$ cat src/rtl/tl_arb_pkg.sv
// Shared types for the toggle/load bank arbiter: command opcodes and FSM states.
package tl_arb_pkg;

  typedef enum logic [1:0] {
    OP_LOAD     = 2'b00,
    OP_TOGGLE   = 2'b01,
    OP_TOGGLE_N = 2'b10,
    OP_NOP      = 2'b11
  } op_t;

  typedef enum logic {
    S_IDLE  = 1'b0,
    S_BURST = 1'b1
  } state_t;

endpackage

$ cat src/rtl/tl_reg.sv
// Shared WIDTH-bit bank register: synchronous load or masked toggle, load wins.
module tl_reg #(
  parameter int unsigned WIDTH = 8
) (
  input  logic             CLK,
  input  logic             RST_N,
  input  logic             ld_en,
  input  logic             tg_en,
  input  logic [WIDTH-1:0] d,
  input  logic [WIDTH-1:0] mask,
  output logic [WIDTH-1:0] Q
);

  always_ff @(posedge CLK or negedge RST_N) begin
    if (!RST_N) begin
      Q <= '0;
    end else if (ld_en) begin
      Q <= d;
    end else if (tg_en) begin
      Q <= Q ^ mask;
    end
  end

endmodule

$ cat src/rtl/tl_bank_arbiter.sv
// Round-robin arbiter that serialises load/toggle/burst-toggle commands from
// NREQ requesters onto one shared register bank.
module tl_bank_arbiter
  import tl_arb_pkg::*;
#(
  parameter int unsigned NREQ  = 4,
  parameter int unsigned WIDTH = 8,
  parameter int unsigned LENW  = 4
) (
  input  logic                  CLK,
  input  logic                  RST_N,
  input  logic [NREQ-1:0]       req,
  input  logic [2*NREQ-1:0]     op,
  input  logic [WIDTH*NREQ-1:0] data,
  input  logic [LENW*NREQ-1:0]  len,
  output logic [NREQ-1:0]       gnt,
  output logic [NREQ-1:0]       done,
  output logic                  busy,
  output logic [WIDTH-1:0]      F
);

  localparam int unsigned PW = (NREQ > 1) ? $clog2(NREQ) : 1;

  state_t            state, state_n;
  logic [PW-1:0]     ptr, ptr_n;
  logic [PW-1:0]     own, own_n;
  logic [LENW-1:0]   cnt, cnt_n;
  logic [WIDTH-1:0]  mask, mask_n;
  logic [NREQ-1:0]   gnt_n, done_n;
  logic              busy_n;

  logic              pick_vld_c;
  logic [PW-1:0]     pick_c, idx_c;
  op_t               sel_op_c;
  logic [WIDTH-1:0]  sel_data_c;
  logic [LENW-1:0]   sel_len_c;
  logic              ld_en_c, tg_en_c;
  logic [WIDTH-1:0]  tg_mask_c;

  function automatic logic [PW-1:0] ptr_after(input logic [PW-1:0] w);
    return PW'((32'(w) + 32'd1) % NREQ);
  endfunction

  function automatic logic [NREQ-1:0] onehot(input logic [PW-1:0] w);
    return NREQ'(1) << w;
  endfunction

  // First requester at or after the round-robin pointer, wrapping.
  always_comb begin
    pick_vld_c = 1'b0;
    pick_c     = '0;
    idx_c      = '0;
    for (int unsigned k = 0; k < NREQ; k++) begin
      idx_c = PW'((32'(ptr) + k) % NREQ);
      if (!pick_vld_c && req[idx_c]) begin
        pick_vld_c = 1'b1;
        pick_c     = idx_c;
      end
    end
  end

  // Winner's command fields.
  always_comb begin
    sel_op_c   = OP_NOP;
    sel_data_c = '0;
    sel_len_c  = '0;
    for (int unsigned i = 0; i < NREQ; i++) begin
      if (pick_c == PW'(i)) begin
        sel_op_c   = op_t'(op[2*i +: 2]);
        sel_data_c = data[WIDTH*i +: WIDTH];
        sel_len_c  = len[LENW*i +: LENW];
      end
    end
  end

  always_ff @(posedge CLK or negedge RST_N) begin
    if (!RST_N) begin
      state <= S_IDLE;
      ptr   <= '0;
      own   <= '0;
      cnt   <= '0;
      mask  <= '0;
      gnt   <= '0;
      done  <= '0;
      busy  <= 1'b0;
    end else begin
      state <= state_n;
      ptr   <= ptr_n;
      own   <= own_n;
      cnt   <= cnt_n;
      mask  <= mask_n;
      gnt   <= gnt_n;
      done  <= done_n;
      busy  <= busy_n;
    end
  end

  always_comb begin
    state_n   = state;
    ptr_n     = ptr;
    own_n     = own;
    cnt_n     = cnt;
    mask_n    = mask;
    gnt_n     = '0;
    done_n    = '0;
    busy_n    = 1'b0;
    ld_en_c   = 1'b0;
    tg_en_c   = 1'b0;
    tg_mask_c = sel_data_c;
    case (state)
      S_IDLE: begin
        if (pick_vld_c) begin
          gnt_n = onehot(pick_c);
          if (sel_op_c == OP_TOGGLE_N && sel_len_c != '0) begin
            state_n = S_BURST;
            busy_n  = 1'b1;
            cnt_n   = sel_len_c;
            mask_n  = sel_data_c;
            own_n   = pick_c;
          end else begin
            // Zero-length burst degenerates to an acknowledge-only command.
            done_n  = onehot(pick_c);
            ptr_n   = ptr_after(pick_c);
            ld_en_c = (sel_op_c == OP_LOAD);
            tg_en_c = (sel_op_c == OP_TOGGLE);
          end
        end
      end
      S_BURST: begin
        tg_en_c   = 1'b1;
        tg_mask_c = mask;
        cnt_n     = cnt - LENW'(1);
        if (cnt == LENW'(1)) begin
          done_n  = onehot(own);
          ptr_n   = ptr_after(own);
          state_n = S_IDLE;
        end else begin
          gnt_n  = onehot(own);
          busy_n = 1'b1;
        end
      end
      default: state_n = S_IDLE;
    endcase
  end

  tl_reg #(.WIDTH(WIDTH)) u_reg (
    .CLK   (CLK),
    .RST_N (RST_N),
    .ld_en (ld_en_c),
    .tg_en (tg_en_c),
    .d     (sel_data_c),
    .mask  (tg_mask_c),
    .Q     (F)
  );

endmodule
$ cat config.mk
export PLATFORM = sky130hd
export DESIGN_NAME = tl_bank_arbiter
export DESIGN_NICKNAME = d
export VERILOG_FILES = /design/src/rtl/tl_arb_pkg.sv /design/src/rtl/tl_reg.sv /design/src/rtl/tl_bank_arbiter.sv
export SDC_FILE = /design/constraint.sdc
export NUM_CORES = 1
export LEC_CHECK = 0
export CAP_MARGIN = 0
export CORE_UTILIZATION = 45
export DETAILED_ROUTE_END_ITERATION = 8
export PLACE_DENSITY_LB_ADDON = 0.3
export REMOVE_ABC_BUFFERS = 1
export SLEW_MARGIN = 10
export SYNTH_ARGS = -nofsm -noshare
export SYNTH_HDL_FRONTEND = slang
export SYNTH_SLANG_ARGS = --single-unit
$ cat constraint.sdc
create_clock -name CLK -period 6.7 [get_ports CLK]
set_input_delay 1.34 -clock CLK [delete_from_list [all_inputs] [get_ports CLK]]
set_output_delay 1.34 -clock CLK [all_outputs]
set_load 0.005 [all_outputs]
; Word level (Yosys, flattened, before mapping)
; Index checks and enable logic that the tools add are counted.
[word_totals]
ff_bits = 33
latch_bits = 0
ramBits = 0
rom_bits = 0
inputBits = 62
out_inout_bits = 17
word_cells = 101
memories = 0
[classes]
n_addsub = 6
n_mul = 0
div = 0
magnitude_cmp = 4
n_eq_ne = 10
shift = 2
muxes = 55
bitwise_logic = 2
n_reduce_logical = 14
[ops]
columns = cell, count
row1 = two-way mux 8 bit, 7
row2 = two-way mux 4 bit, 11
row3 = case mux 4 bit (2 select lines), 3
row4 = two-way mux 2 bit, 11
row5 = two-way mux 1 bit, 16
row6 = < comparator 2 x 3 -> 1 bit (second input constant), 4
row7 = binary-select mux 1 bit (select 2 bit), 4
row8 = left shift 1 x 2 -> 4 bit (first input constant), 2
row9 = XOR 8 bit, 1
row10 = adder 2 x 1 -> 2 bit (second input constant), 3
row11 = == test 2 bit (second input constant), 3
row12 = inequality test 2 bit (second input constant), 3
row13 = AND reduction 3 bit, 2
row14 = adder 2 bit (second input constant), 2
row15 = == test 2 x 1 -> 1 bit (second input constant), 2
row16 = == test 4 x 1 -> 1 bit (second input constant), 1
row17 = logical AND 1 bit, 4
row18 = zero test 2 bit, 2
row19 = case mux 1 bit (2 select lines), 2
row20 = case mux 2 bit (2 select lines), 1
row21 = nonzero test 4 bit, 1
row22 = subtractor 4 x 1 -> 4 bit (second input constant), 1
row23 = zero test 1 bit, 3
row24 = inequality test 2 x 1 -> 1 bit (second input constant), 1
row25 = 3 further kinds, 3

; Logic depth before layout (Yosys ltp)
[logic_depth]
depth_word = 24
mapped_depth = 9
ltp_nobuf = 7

; Modules after synthesis
; From an unflattened synthesis, not the netlist that was laid out.
[hier_totals]
hier_cells = 243
hier_area_um2 = 2296.0
[modules_own_cells]
columns = mod, instances, cells_per_inst, area_each_um2, seq_area_each_um2
row1 = tl_bank_arbiter, 1, 200, 1823.0, 625.6
row2 = tl_reg, 1, 43, 473.0, 200.2

; Least setup slack after synthesis
; OpenSTA, ideal clock, no wires.
[synth_path]
path_type = input to register
startpoint = input port req[0]
endpoint = register ptr[0]
setup_time_ps = 127
arrival_ps = 3569
setup_slack_ps = 3003
path_stages = 7
cell_sequence = and2_1 -> o211a_4 -> nor2_2 -> mux4_2 -> o41a_1 -> o31a_1 -> mux2_1
[synth_via]
elab_chain_len = 21
word_cells_on_any_way = 44
[synth_lines]
columns = item, line
row1 = from (decl), tl_bank_arbiter.sv:12  ; input logic [NREQ-1:0] req,
row2 = binary-select mux 1 bit (select 2 bit), tl_bank_arbiter.sv:55  ; if (!pick_vld_c && req[idx_c]) begin
row3 = two-way mux 1 bit (implied by the code), tl_bank_arbiter.sv:55
row4 = two-way mux 1 bit, tl_bank_arbiter.sv:55
row5 = zero test 1 bit, tl_bank_arbiter.sv:55
row6 = logical AND 1 bit, tl_bank_arbiter.sv:55
row7 = two-way mux 1 bit, tl_bank_arbiter.sv:55
row8 = zero test 1 bit, tl_bank_arbiter.sv:55
row9 = logical AND 1 bit, tl_bank_arbiter.sv:55
row10 = [... 2 more ...], -
row11 = logical AND 1 bit, tl_bank_arbiter.sv:55
row12 = two-way mux 2 bit, tl_bank_arbiter.sv:55
row13 = zero test 2 bit, tl_bank_arbiter.sv:68  ; if (pick_c == PW'(i)) begin
row14 = two-way mux 2 bit or two-way mux 4 bit (tied branches) (4 in a row), tl_bank_arbiter.sv:68
row15 = == test 2 bit or nonzero test 4 bit (tied branches), tl_bank_arbiter.sv:114  ; if (sel_op_c == OP_TOGGLE_N && sel_len_c != '0) begin
row16 = logical AND 1 bit, tl_bank_arbiter.sv:114
row17 = inequality test 2 bit (no source line), -
row18 = AND reduction 3 bit (no source line), -
row19 = to (signal assigned), tl_bank_arbiter.sv:88  ; ptr <= ptr_n;
row20 = to (decl), tl_bank_arbiter.sv:25  ; logic [PW-1:0] ptr, ptr_n;
; Parallel ways exist; a longest one is shown, timed or not. The select of a mux whose other input is x is not followed.
; A chain may end at the register's enable or synchronous reset.

; Worst setup path after layout
[layout_path]
startpoint = input port req[0]
endpoint = register u_reg.Q[2]
[layout_via]
elab_chain_len = 23
word_cells_on_any_way = 54
[layout_lines]
columns = item, line
row1 = binary-select mux 1 bit (select 2 bit), tl_bank_arbiter.sv:55
row2 = two-way mux 1 bit (implied by the code), tl_bank_arbiter.sv:55
row3 = two-way mux 1 bit, tl_bank_arbiter.sv:55
row4 = zero test 1 bit, tl_bank_arbiter.sv:55
row5 = logical AND 1 bit, tl_bank_arbiter.sv:55
row6 = two-way mux 1 bit, tl_bank_arbiter.sv:55
row7 = zero test 1 bit, tl_bank_arbiter.sv:55
row8 = logical AND 1 bit, tl_bank_arbiter.sv:55
row9 = [... 4 more ...], -
row10 = zero test 2 bit, tl_bank_arbiter.sv:68
row11 = two-way mux 2 bit or two-way mux 4 bit (tied branches) (4 in a row), tl_bank_arbiter.sv:68
row12 = == test 2 bit or nonzero test 4 bit (tied branches), tl_bank_arbiter.sv:114
row13 = logical AND 1 bit, tl_bank_arbiter.sv:114
row14 = two-way mux 1 bit, tl_bank_arbiter.sv:114
row15 = two-way mux 1 bit, tl_bank_arbiter.sv:112  ; if (pick_vld_c) begin
row16 = case mux 1 bit (2 select lines) or two-way mux 1 bit (tied branches), tl_bank_arbiter.sv:110  ; case (state)
row17 = nonzero test 2 bit (no source line) or two-way mux 8 bit (tied branches), -
row18 = to (signal assigned), tl_reg.sv:20  ; Q <= Q ^ mask;
row19 = to (decl), tl_reg.sv:11  ; output logic [WIDTH-1:0] Q
; Parallel ways exist; a longest one is shown, timed or not. The select of a mux whose other input is x is not followed.

==> impl_metrics.ini <==
[global_route]
grt_overflow = 0
grt_pass1_vias = 1924
grt_usage_pct = 22.94
antenna_found_initial = 0
grt_pass1_wl_um = 9473
grt_max_degree = 35

[yosys]
synthFlopType = dfrtp_1
avgSynthCellArea_um2 = 9.942
syn_area_um2 = 2376
async_flop_share_pct = 100.0
synth_edf_count = 0
yosysSeqAreaShare_pct = 34.76
ys_warn_count = 0
ys_seq_elements = 33
synth.distinct_cells = 52
syn_inst = 239

[cts]
worstSkewPairLatency_ps = 300
cts_resized = 0
cts_max_path_buffers = 2
numCtsBuffers = 5
cts_hold_buf = 0
cts_root_buf = clkbuf_8
cts_sinks = 33
cts_tree = done
post_cts_buffers = 0
clkTransAtPathRegs_ps = 70
cts-htree-levels = 2

[worst_setup_path]
crit_type = input port to register
cp_max_fo = 34
r2r_end = u_reg.Q[2]
r2r_slack_ps = 3440
critPathRequiredTime_ps = 6880
crit_path_end_kind = register
worstPathArrival_ps = 4560
start_kind = input port
r2r_cells = 7
r2r_start = ptr[1]

[timing]
max_clock_freq_mhz = 228.6
setup_viol = 0
timing.final.hold_violations = 0
period_minus_slack_ps = 4374
relSlewSlack_pct = 46.57
period_share_pct = 65.28
worstMarginPinSlew_ps = 779.2
report.final.slew_viol_count = 0
grt_setup_unrepaired = no
skew_ps = 5.659
tns_ps = 0

[pwr]
cellLeakagePower_nw = 1.421
irDropWorstVdd_mv = 0.2626
powerDensity_nw_per_um2 = 377.7

[final_layout]
syn2layout_area_growth_pct = 39.34
diodes = 0
drive_gt1_share_pct = 7.233
layoutNonFillerInstCount = 388
nets = 381
seq_area_um2 = 825.8
fill_cells = 439
final_util_pct = 64.82
multi_input_area_um2 = 1474

[run_status]
status = finished, final reports clean

[place]
place.gp.congestion = 0.8232
io_buffer_count = 78
dp.cells = 380
hpwlAfterDp_um = 4193

[detailed_routing]
vias = 2210
antenna_left = 0
dr.pass1.iters = 4
routed_wl_um = 5870
vias_per_cell = 5.696
routedWlPerCell_um = 15.13
drt_iter0_drc = 164
drc_errors = 0

[hold_path]
hp-class = register to register
hold_path_end = mask[7]
hold_path_depth = 1
min-delay-start = mask[7]

[die]
die_h_um = 74.67
ioPinCount = 79
coreArea_um2 = 5107
start_util_pct = 46.52
num_rows = 26
die_width_um = 74.67
dieArea_um2 = 5575

[run]
maxCapViolCount = 0
==> critical path, cell delays in order <==
cell	delay [ps]
clkdlybuf4s50_1	540
or3b_2	500
o221ai_4	80
buf_4	470
a311o_1	660
and2_1	350
a2bb2o_1	310
a211o_1	300
==> sequential cells by signal, summed over array words and instances, names as in the netlist <==
| register | cells |
|---|---|
| state | 1 |
| own | 2 |
| gnt | 4 |
| cnt | 4 |
| done | 4 |
| u_reg.Q | 8 |
| mask | 8 |
| ptr | 2 |
==> cells in the final DEF (no fill, tap or decap), types with 3 or more instances in the layout <==
cell | synthesis | final
clkdlybuf4s50_1 | 0 | 78
mux2i_1 | 39 | 39
dfrtp_1 | 33 | 33
nand2_1 | 15 | 15
nor2_1 | 13 | 13
nand3_1 | 11 | 11
mux2_1 | 11 | 11
o21ai_0 | 9 | 9
o211ai_1 | 9 | 9
a21oi_1 | 9 | 9
a2bb2o_1 | 8 | 8
a211o_1 | 8 | 8
nand2b_1 | 6 | 6
nor2b_1 | 6 | 6
inv_1 | 5 | 5
clkbuf_8 | 0 | 5
buf_4 | 2 | 5
and2_1 | 3 | 3
o22ai_1 | 3 | 3
==> cells in the mapped netlist, types with 6 or more instances <==
| library cell | number | area [um^2] |
|---|---|---|
| a211o_1 | 8 | 70.07 |
| a21oi_1 | 9 | 45.04 |
| a2bb2o_1 | 8 | 80.08 |
| dfrtp_1 | 33 | 825.8 |
| mux2_1 | 11 | 123.9 |
| mux2i_1 | 39 | 390.4 |
| nand2_1 | 15 | 56.30 |
| nand2b_1 | 6 | 37.54 |
| nand3_1 | 11 | 55.05 |
| nor2_1 | 13 | 48.80 |
| nor2b_1 | 6 | 37.54 |
| o211ai_1 | 9 | 67.56 |
| o21ai_0 | 9 | 45.04 |
==> where the power goes <==
group | switching (W) | internal [W] | total, W
clock | 0.0000798 | 0.0000716 | 0.000151
sequential | 0.0000806 | 0.000295 | 0.000376
combinational | 0.000351 | 0.000372 | 0.000723
==> routing by layer <==
layer | share of wire (%) | vias to the layer above | track usage (%)
met4 | 1.9 | 0 | 10.27
met2 | 47 | 78 | 36.04
met3 | 5.5 | 9 | 4.150
met1 | 45 | 1061 | 30.98
met5 | 0 | - | 0
li1 | - | 1062 | -
==> kinds of logic (layout without fill, tap and decap cells) <==
family	after synthesis	in the layout	share of synthesized area [%]
AOI/OAI and AO/OA	68	68	21.85
and+or+nand+nor	63	63	14.01
muxes	53	53	23.54
DFF	33	33	34.76
buffers and inverters	17	96	3.686
xor gates and xnor gates	3	3	1.106
adders and majority gates	2	2	1.053
==> metrics by stage <==
step / setup slack, ps / area (um^2) / hold WS [ps] / power [W]
floorplan: 2160 / 2307 / 471.9 / 0.0008436
global placement: 2048 / 3224 / 488.6 / 0.001081
detailed placement: 2009 / 3224 / 499.7 / 0.001101
CTS: 2315 / 3311 / 516.0 / 0.001255
global route: 2092 / 3311 / 534.4 / 0.001346
finish: 2326 / 3311 / 512.0 / 0.001250
==> worst max-delay path by stage <==
stage,slack [ps],cells past startpoint,from,endpoint
2_1_floorplan,2160,6,req[1],ptr[0]
3_3_place_gp,2050,8,req[0],u_reg.Q[2]
3_5_place_dp,2010,8,req[0],u_reg.Q[3]
4_1_cts,2320,8,req[0],u_reg.Q[2]
5_1_grt,2090,8,req[0],u_reg.Q[2]
6_report,2330,8,req[0],u_reg.Q[2]
==> final cells by class <==
| class | instances | share of cell area [%] |
|---|---|---|
| timing repair buffer | 83 | 24.72 |
| sequential | 33 | 24.94 |
| clock buffer | 5 | 2.079 |
| multi-input combinational | 189 | 44.52 |
| tap | 70 | 2.645 |
| clock inverter | 3 | 0.5291 |
| inverter | 5 | 0.5669 |
Note: power is estimated with default switching activity, not from simulation.
